## src/rtl/instr_fetch_unit.sv

```systemverilog
// Instruction fetch: req/ack fetch from imem into an instruction register, valid/ready to decode (ILLEGAL_OP_CHECK_EN adds an opcode legality flag).
// Latency: instr_valid rises the cycle after imem_ack; at most one instruction per two cycles, no prefetch.
// Backpressure: instr/instr_pc held stable and no fetch issued until instr_ready or a branch redirect.
module instr_fetch_unit #(
    parameter int unsigned           ADDR_W   = 32,
    parameter logic [ADDR_W-1:0]     RESET_PC = '0
) (
    input  logic              clk,
    input  logic              rst_n,
    output logic              imem_req,
    output logic [ADDR_W-1:0] imem_addr,
    input  logic              imem_ack,
    input  logic [31:0]       imem_rdata,
    output logic              instr_valid,
    input  logic              instr_ready,
    output logic [31:0]       instr,
    output logic [5:0]        instr_op,
    output logic [ADDR_W-1:0] instr_pc,
    input  logic              branch_taken,
    input  logic [ADDR_W-1:0] branch_target,
    output logic              illegal_op
);

    typedef enum logic [1:0] {
        S_IDLE,
        S_FETCH,
        S_DROP,
        S_VALID
    } state_t;

    localparam logic [ADDR_W-1:0] PC_STEP    = ADDR_W'(4);
    localparam logic [ADDR_W-1:0] ALIGN_MASK = ~ADDR_W'(3);

    state_t            state_q, state_d;
    logic [ADDR_W-1:0] pc_q, pc_d;
    logic              req_q, req_d;
    logic [ADDR_W-1:0] addr_q, addr_d;
    logic              valid_q, valid_d;
    logic [31:0]       instr_q, instr_d;
    logic [ADDR_W-1:0] ipc_q, ipc_d;
    logic [ADDR_W-1:0] tgt;
    logic [ADDR_W-1:0] seq_pc;

    assign tgt    = branch_target & ALIGN_MASK;
    assign seq_pc = ipc_q + PC_STEP;

    always_comb begin
        state_d = state_q;
        pc_d    = pc_q;
        req_d   = req_q;
        addr_d  = addr_q;
        valid_d = valid_q;
        instr_d = instr_q;
        ipc_d   = ipc_q;
        case (state_q)
            S_IDLE: begin
                state_d = S_FETCH;
                req_d   = 1'b1;
                addr_d  = pc_q;
            end
            S_FETCH: begin
                if (imem_ack && branch_taken) begin
                    // Data for the old path is thrown away; new request goes out right away.
                    pc_d   = tgt;
                    addr_d = tgt;
                    req_d  = 1'b1;
                end else if (imem_ack) begin
                    instr_d = imem_rdata;
                    ipc_d   = addr_q;
                    valid_d = 1'b1;
                    req_d   = 1'b0;
                    state_d = S_VALID;
                end else if (branch_taken) begin
                    pc_d    = tgt;
                    state_d = S_DROP;
                end
            end
            S_DROP: begin
                if (branch_taken) begin
                    pc_d = tgt;
                end
                if (imem_ack) begin
                    addr_d  = branch_taken ? tgt : pc_q;
                    req_d   = 1'b1;
                    state_d = S_FETCH;
                end
            end
            S_VALID: begin
                if (branch_taken) begin
                    valid_d = 1'b0;
                    pc_d    = tgt;
                    addr_d  = tgt;
                    req_d   = 1'b1;
                    state_d = S_FETCH;
                end else if (instr_ready) begin
                    valid_d = 1'b0;
                    pc_d    = seq_pc;
                    addr_d  = seq_pc;
                    req_d   = 1'b1;
                    state_d = S_FETCH;
                end
            end
            default: begin
                state_d = S_IDLE;
                req_d   = 1'b0;
                valid_d = 1'b0;
            end
        endcase
    end

    always_ff @(posedge clk or negedge rst_n) begin
        if (!rst_n) begin
            state_q <= S_IDLE;
            pc_q    <= RESET_PC;
            req_q   <= 1'b0;
            addr_q  <= RESET_PC;
            valid_q <= 1'b0;
            instr_q <= '0;
            ipc_q   <= '0;
        end else begin
            state_q <= state_d;
            pc_q    <= pc_d;
            req_q   <= req_d;
            addr_q  <= addr_d;
            valid_q <= valid_d;
            instr_q <= instr_d;
            ipc_q   <= ipc_d;
        end
    end

`ifdef ILLEGAL_OP_CHECK_EN
    function automatic logic op_illegal(input logic [5:0] op);
        return !((op == 6'b000000) || (op == 6'b100011) ||
                 (op == 6'b101011) || (op == 6'b000100));
    endfunction

    logic illegal_q, illegal_d;

    // Tracks the next instruction register contents, so it clears together with valid.
    always_comb begin
        illegal_d = valid_d && op_illegal(instr_d[31:26]);
    end

    always_ff @(posedge clk or negedge rst_n) begin
        if (!rst_n) begin
            illegal_q <= 1'b0;
        end else begin
            illegal_q <= illegal_d;
        end
    end

    assign illegal_op = illegal_q;
`else
    assign illegal_op = 1'b0;
`endif

    assign imem_req    = req_q;
    assign imem_addr   = addr_q;
    assign instr_valid = valid_q;
    assign instr       = instr_q;
    assign instr_op    = instr_q[31:26];
    assign instr_pc    = ipc_q;

endmodule

```

## config.mk

```make
export PLATFORM = sky130hd
export DESIGN_NAME = instr_fetch_unit
export DESIGN_NICKNAME = d
export VERILOG_FILES = /design/src/rtl/instr_fetch_unit.sv
export SDC_FILE = /design/constraint.sdc
export NUM_CORES = 1
export LEC_CHECK = 0
export BUFFER_PORTS_ARGS = -buffer_cell sky130_fd_sc_hd__buf_4
export CAP_MARGIN = 20
export CORE_MARGIN = 2
export CORE_UTILIZATION = 50
export CTS_CLUSTER_SIZE = 16
export DETAILED_ROUTE_END_ITERATION = 12
export GPL_TIMING_DRIVEN = 1
export PLACE_DENSITY = 0.78
export SYNTH_ARGS = -nofsm -noshare
export SYNTH_HDL_FRONTEND = slang
export SYNTH_SLANG_ARGS = --single-unit
```

## constraint.sdc

```tcl
create_clock -name clk -period 2.8 [get_ports clk]
set_clock_uncertainty 0.1 [all_clocks]
set_input_delay 0 -clock clk [delete_from_list [all_inputs] [get_ports clk]]
set_output_delay 0 -clock clk [all_outputs]
set_load 0.005 [all_outputs]
```

-- Word-level counts from Yosys, hierarchy flattened
Cells that the tools add are included.
- flip-flop bits (word level): 132
- input port bits: 69
- output and inout port bits: 105
- logic and storage cells: 56
- $add $sub $neg: 1
- equality and inequality tests: 11
- mux-type cells: 26
- bitwise gates (word level): 1
- reduce and logical (&&, ||, !) cells: 10
- operators by type and width (kind ; number):
    $mux 32 ; 7
    $pmux 32 s4 ; 1
    $pmux 32 s3 ; 1
    $add 32x3->32 const B ; 1
    $mux 2 ; 6
    $ne 3x3->1 const B ; 4
    $reduce_and 3->1 ; 4
    $mux 1 ; 8
    $ne 2x2->1 const B ; 4
    $pmux 2 s4 ; 1
    $reduce_and 4->1 ; 2
    $eq 2x2->1 const B ; 2
    $pmux 1 s4 ; 1
    $reduce_bool 3->1 ; 1
    $eq 2x1->1 const B ; 1
    $logic_not 2->1 ; 1
    $pmux 1 s2 ; 1
    $reduce_bool 2->1 ; 1
    $logic_and 1x1->1 ; 1
    $not 1->1 ; 1

-- Longest topological paths before layout
Gate-level depths: netlist of run 1.
- depth after elaboration: 4
- gate-level depth with buffers: 7
- depth with buffers taken out: 6

-- Worst setup path before layout of run 1
OpenSTA, ideal clock, no wires.
- path kind: reg2reg
- start point: register ipc_q[2] (netlist: instr_pc[2])
- end point: register pc_q[24]
- setup time: 65 ps
- arrival: 2027 ps
- data required time: 2635 ps
- path slack: 608 ps
- stages on the path, launching flop included: 7
- buffers on the path: 0
- period minus slack after synthesis: 2192 ps
- path through: dfrtp_1 > ha_1 > nand3_1 > or4_1 > or3_1 > nand3_1 > o221a_2
- cells in the longest elaborated chain, start to end: 4
- RTL lines (element ; line ; source):
    start: declaration ; 40 ; logic [ADDR_W-1:0] ipc_q, ipc_d;
    start signal: assignment ; 127 ; ipc_q <= ipc_d;
    $add 32x3->32 ; 45 ; assign seq_pc = ipc_q + PC_STEP;
    $mux 32 ; 95 ; end else if (instr_ready) begin
    $mux 32 ; 89 ; if (branch_taken) begin
    $pmux 32 s3 ; 55 ; case (state_q)
    end signal: assignment ; 122 ; pc_q <= pc_d;
    end: declaration ; 35 ; logic [ADDR_W-1:0] pc_q, pc_d;
Every way passes these cells. The select of a mux whose other input is x is not followed.
A chain may end at the register's enable or synchronous reset.

-- Worst setup path in the final report of run 1
- start point: register state_q[1]
- end point: register pc_q[14]
- cells in the longest elaborated chain, start to end: 3
- RTL lines (element ; line ; source):
    start: declaration ; 34 ; state_t state_q, state_d;
    start signal: assignment ; 121 ; state_q <= state_d;
    $eq 2x1->1 or $eq 2x2->1 (tied branches) ; 55 ;
    $ne 3x3->1 (no source line) or $reduce_bool 3->1 (tied branches) ; n/a ;
    $reduce_and 3->1 (no source line) ; n/a ;
Several ways; a longest one is shown, not always the timed one.

==> impl_metrics.ini, run 1 <==
[status]
outcome = finished clean

[routing]
vias = 7363
wl_per_cell_um = 21.7
drc = 0
drt_first_pass_iters = 6
finalWirelength_mm = 24.8
drt-vias-per-instance = 6.42
drtIter0Drc = 930
ant_nets = 0

[cts]
htree_levels = 4
path_clk_slew_ns = 0.06
clk_path_buf_depth = 2
cts_inserted_buffers = 17
cts_tree = done
insertion_delay_ns = 0.43
cts_root_buf = clkbuf_16
cts_sinks = 132
post-cts-setup-buffers = 0

[timing]
rsz0062_at_grt = no
worst_slew_pin_slew_ns = 0.971
whs_ns = 0.0184
min_period_ns = 2.78
setup_viol = 0
fmax_ghz = 0.359
hold_violations = 0
final.period_utilization_pct = 99.4
slew_viol_final = 0
setup_tns_ns = 0
slew_headroom_pct = 34.9

[logic_synthesis]
synth_edf_count = 0
yosysSeqAreaShare_pct = 46.2
synth_nets = 788
synthArstFlopShare_pct = 100
ys.flop_type = dfrtp_1
postSynthAreaPerCell_sq_um = 9.97
synthCells = 718
post_synth_instance_area_sq_um = 7160
synth.distinct_cells = 68
synth_seq_cells = 132
yosys_warnings = 0

[cells_and_area]
layout-drive-gt1-share_pct = 33.0
final_cell_mix = 198 x buf_4, 131 x dfrtp_1, 69 x dlygate4sd3_1
layout_commonest_cell = buf_4
area_growth_pct = 39.7
multi_input_area_sq_um = 3590
regArea_sq_um = 3300
fillers = 982
antennaDiodeCount = 0
fin_nets = 1024

[setup_path]
cp_slowest_cell = a21oi_1
slowest_delay_ns = 0.69
worstPathArrival_ns = 3.05
critPathKind = reg2reg
rr_startpoint = state_q[1]
worst_setup_path_start_kind = flop
crit_buf_inv = 3
worstRegToRegCells = 8
crit_family = buffers and inverters
worstPathCellList = buf_4 -> nor2_1 -> nor2_1 -> buf_4 -> a21oi_1 -> a22oi_1 -> nand2_1 -> dlygate4sd3_1
crit_required_ns = 3.06
ff2ff_setup_slack_ns = 0.02
worst_setup_path_end_kind = flop
r2r_end = pc_q[14]
path_max_fanout = 12

[power_and_ir_drop]
pwr_density_cell_nw_per_um2 = 895
p_leak_nw = 4.38
irDropWorstVdd_mv = 0.475

[grt]
grt_pass1_vias = 7413
antenna_found_initial = 0
grt_overflow = 0
grt_pass1_wl_mm = 38.4
grt.total_usage_pct = 32.8
grt_max_degree = 119

[die]
ios = 174
die_h_um = 124
initial_core_util_pct = 51.4
die_area_sq_um = 15300
core_area_sq_um = 13900
num_rows = 43
die_width_um = 124

[placement]
place_hpwl_mm = 15.9
port_buffers = 170
gp_congestion = 0.950

[job]
drv_cap = 0

[min_path]
worstHoldPathType = in2async
flip-flops by register name, summed over array words and instances, names as in the netlist:
name,count
instr,32
instr_valid,1
instr_pc,32
state_q,2
imem_req,1
imem_addr,32
pc_q,32
power by group:
group	switching (W)	internal [W]	total [W]
clock network	0.000895	0.00134	0.00224
registers	0.000915	0.00260	0.00352
logic	0.00143	0.00176	0.00318
how the worst max path moves through the flow:
stage	start	to	slack, ns	cells past startpoint
2_1_floorplan	instr_pc[2]	pc_q[24]	0.61	6
3_3_place_gp	instr_pc[2]	pc_q[24]	0.41	6
3_5_place_dp	instr_pc[2]	pc_q[24]	0.34	6
4_1_cts	state_q[0]	pc_q[14]	0.03	8
5_1_grt	state_q[0]	pc_q[14]	0.005	8
6_report	state_q[1]	pc_q[14]	0.02	8
synth_stat cells, types with 11 or more instances:
master,n,area [sq um]
mux2_2,68,766
xor2_1,11,96.3
clkbuf_1,31,116
nand3_1,22,110
mux2i_1,15,150
buf_2,11,55.1
o22ai_1,28,175
nand2_1,52,195
nand4_1,11,68.8
o21ai_0,46,230
dfrtp_1,132,3300
a21oi_1,46,230
and3_1,12,75.1
a22oi_1,13,97.6
nor2_1,52,195
stage by stage:
| stage | cell area (sq um) | utilization (%) | worst slack (ns) | total power (W) | cells |
|---|---|---|---|---|---|
| 2_1_floorplan | 7160 | - | 0.608 | 0.00481 | 718 |
| 3_3_place_gp | 8660 | 62.1 | 0.410 | 0.00636 | 1044 |
| 3_5_place_dp | 8660 | 62.1 | 0.337 | 0.00650 | 1044 |
| 4_1_cts | 9940 | 71.3 | 0.0307 | 0.00885 | 1145 |
| 5_1_grt | 9990 | 71.7 | 0.00490 | 0.00940 | 1147 |
| 6_report | 9990 | 71.7 | 0.0167 | 0.00894 | 1147 |
final cells by class:
class,count,share of cell area [%]
Clock buffer,18,4.39
Clock inverter,14,1.53
Inverter,7,0.263
Multi-Input combinational cell,524,35.9
Sequential cell,132,33.1
Tap cell,180,2.25
Timing Repair Buffer,272,22.6
what timing repair did:
| action | CTS | global route |
|---|---|---|
| setup endpoints to repair | 0 | 1 |
| endpoints found under the hold margin | 212 | 0 |
| hold buffers | 69 | 0 |
| resized for setup | 0 | 5 |
kinds of logic after synthesis:
group	after synthesis	share of synthesized area (%)
AO/OA/AOI/OAI	224	20.5
AND/OR/NAND/NOR	195	13.9
flip-flops	132	46.2
adder cells (fa/ha/maj)	1	0.175
other	1	0.0524
XOR/XNOR	20	2.45
multiplexers	83	12.8
buffers and inverters	62	3.92
per-layer routing:
metal  vias to the layer above  part of all wire, %  global-route usage (%)
met2                       541                   48                    53.1
met4                         0                  4.5                    18.0
li1                       3182                    -                       -
met3                       121                  9.9                    6.18
met5                         -                    0                       0
met1                      3519                   38                    41.5
worst register-to-register path, stage by stage, from the launching register on:
cell and delay, ns:
dfrtp_1 0.49, buf_4 0.24, nor2_1 0.15, nor2_1 0.05, buf_4 0.17, a21oi_1 0.69
a22oi_1 0.16, nand2_1 0.11, dlygate4sd3_1 0.56
Note: power is estimated with default switching activity, not from simulation.
==> inputs of run 2 (changes only) <==
ABC_AREA = 1   (was default)
CORE_ASPECT_RATIO = 0.8   (was default)
==> run 2 against run 1 <==
  * Sequential share of layout area decreased by 0.30 points
  * Count of clock-buffer cells in the layout increased by 2
  * Synthesized cell count increased by 48%
  * Synthesized area increased by 3.7%
  * Die area increased by 3.6%
  * Critical path depth increased by 1
  * Critical endpoint is now pc_q[2]
  * Largest power group is now combinational logic
==> impl_metrics.ini, run 2 <==
[logic_synthesis]
synthXorXnorAreaFrac_pct = 0.118
synthArstFlopShare_pct = 100
synth_seq_cells = 132
synth_area_leader_cell = dfrtp_1
synthTopCellsByCount = 420 x nand2_1, 132 x dfrtp_1, 95 x nor2_1, 89 x inv_1, 70 x o21ai_0
yosysSeqAreaShare_pct = 44.5
synthCells = 1062
yosys_warnings = 0
yosysMostFrequentCell = nand2_1
ys.flop_type = dfrtp_1
post_synth_instance_area_sq_um = 7420
synth_nets = 1132
postSynthAreaPerCell_sq_um = 6.99
synthMuxAreaShare_pct = 0
synthSimpleGateAreaFrac_pct = 30.4
synth.distinct_cells = 34
synth_top_family_by_area = simple AND/OR/NAND/NOR gates
yosys.area_share.adder_pct = 0.169
synth_edf_count = 0
synth.area.top_cells = dfrtp_1 45%, nand2_1 21%, nor2_1 4.8%
synth_compound_gate_area_share_pct = 16.0
yosysTopAreaCellShare_pct = 44.5

[cells_and_area]
antennaDiodeCount = 0
layout-drive-gt1-share_pct = 18.4
layout_commonest_cell = nand2_1
design_area_sq_um = 10100
final_cell_mix = 420 x nand2_1, 183 x buf_4, 132 x dfrtp_1
fin_nets = 1347
area_growth_pct = 35.9

[grt]
grt_pass1_wl_mm = 38.2
grt_overflow = 0
grt_pass1_vias = 7671
grt_max_degree = 72
grt.total_usage_pct = 30.6
antenna_found_initial = 0

[cts]
path_clk_slew_ns = 0.06
cts_resized = 0
htree_levels = 4
cts_tree = done
cts_root_buf = clkbuf_16
hold_buffers = 65
post-cts-setup-buffers = 0
cts_sinks = 132
clk_path_buf_depth = 2
cts_inserted_buffers = 17
insertion_delay_ns = 0.42

[setup_path]
r2r_end = pc_q[2]
critPathKind = reg2reg
crit_buf_inv = 5
crit_required_ns = 3.05
ff2ff_setup_slack_ns = 0.20
slowest_delay_ns = 0.57
worstPathCellList = inv_2 -> nand2_2 -> inv_2 -> nand3_2 -> nand3_2 -> buf_12 -> inv_1 -> o22ai_1 -> dlygate4sd3_1
worst_setup_path_start_kind = flop
worst_setup_path_end_kind = flop
rr_startpoint = state_q[1]
cp_slowest_cell = dlygate4sd3_1
crit_family = buffers and inverters
path_max_fanout = 27
worstPathArrival_ns = 2.85
worstRegToRegCells = 9

[timing]
rsz0062_at_grt = no
setup_tns_ns = 0
worst_slew_pin_slew_ns = 0.843
final.period_utilization_pct = 92.8
hold_violations = 0
layout_setup_ws_ns = 0.201
whs_ns = 0.0417
fmax_ghz = 0.385
min_period_ns = 2.60
slew_viol_final = 0
slew_headroom_pct = 43.7
setup_viol = 0

[power_and_ir_drop]
total_power_w = 0.0114
irDropWorstVdd_mv = 0.663
p_leak_nw = 5.12
pwr_density_cell_nw_per_um2 = 1130

[routing]
highest_layer = met4
vias = 8098
drc = 0
wl_met1_mm = 10.1
ant_nets = 0
finalWirelength_mm = 24.1
drt_first_pass_iters = 6
met2_length_mm = 10.9
routed-wl-met3_mm = 2.53
drt-vias-per-instance = 5.49
drtIter0Drc = 818
wl_per_cell_um = 16.3

[placement]
gp_congestion = 0.953
place_hpwl_mm = 15.6
pre_cts_ws_ns = 0.531
placed_cell_area_sq_um = 8810
port_buffers = 170

[die]
ios = 174
num_rows = 39
die_area_sq_um = 15800
initial_core_util_pct = 51.5
die_h_um = 113
core_area_sq_um = 14400
die_width_um = 140

[job]
drv_cap = 0

[status]
outcome = finished clean

[min_path]
worstHoldPathType = in2async
## run 2: kinds of logic after synthesis
group,after synthesis
other,1
AO/OA/AOI/OAI,203
flip-flops,132
XOR/XNOR,1
AND/OR/NAND/NOR,573
buffers and inverters,151
adder cells (fa/ha/maj),1
## run 2: routing by layer
| layer | GRT usage [%] | vias up |
|---|---|---|
| li1 | - | 3834 |
| met1 | 42.0 | 3730 |
| met2 | 47.6 | 481 |
| met3 | 7.87 | 53 |
| met4 | 10.1 | 0 |
| met5 | 0 | - |
## run 2: area by class of cell
class	count	area, sq um
clock buffer	20	467
clock inverter	12	153
fill	1135	4310
inverter	95	357
multi-input combinational	779	3480
sequential	132	3300
tap	184	230
timing repair buffer	252	2100
## run 2: per-stage QoR
step / instances / utilization (%)
after floorplan: 1062 / -
after global placement: 1377 / 61.2
after detailed placement: 1377 / 61.2
after CTS: 1474 / 70.0
after global routing: 1474 / 70.0
final: 1474 / 70.0
## run 2: report_power, final
part           internal, W  switching (W)
clock              0.00147       0.000864
combinational      0.00230        0.00308
sequential         0.00286       0.000835
total              0.00663        0.00478
## run 2: worst reg2reg max path: cells and delay by family (launching register included)
kind	cells	cell delay [ns]
AO/OA/AOI/OAI	1	0.20
AND/OR/NAND/NOR	3	0.50
flip-flops	1	0.42
buffers and inverters	5	1.31
## run 2: worst max-delay path by stage
stage	startpoint	to	slack [ns]	depth (start not counted)
after floorplan	instr_pc[2]	imem_addr[22]	1.09	12
after global placement	state_q[1]	imem_addr[5]	0.64	10
after detailed placement	state_q[1]	imem_addr[5]	0.53	10
after CTS	state_q[1]	pc_q[2]	0.30	9
after global routing	state_q[1]	pc_q[2]	0.11	9
final	state_q[1]	pc_q[2]	0.20	9
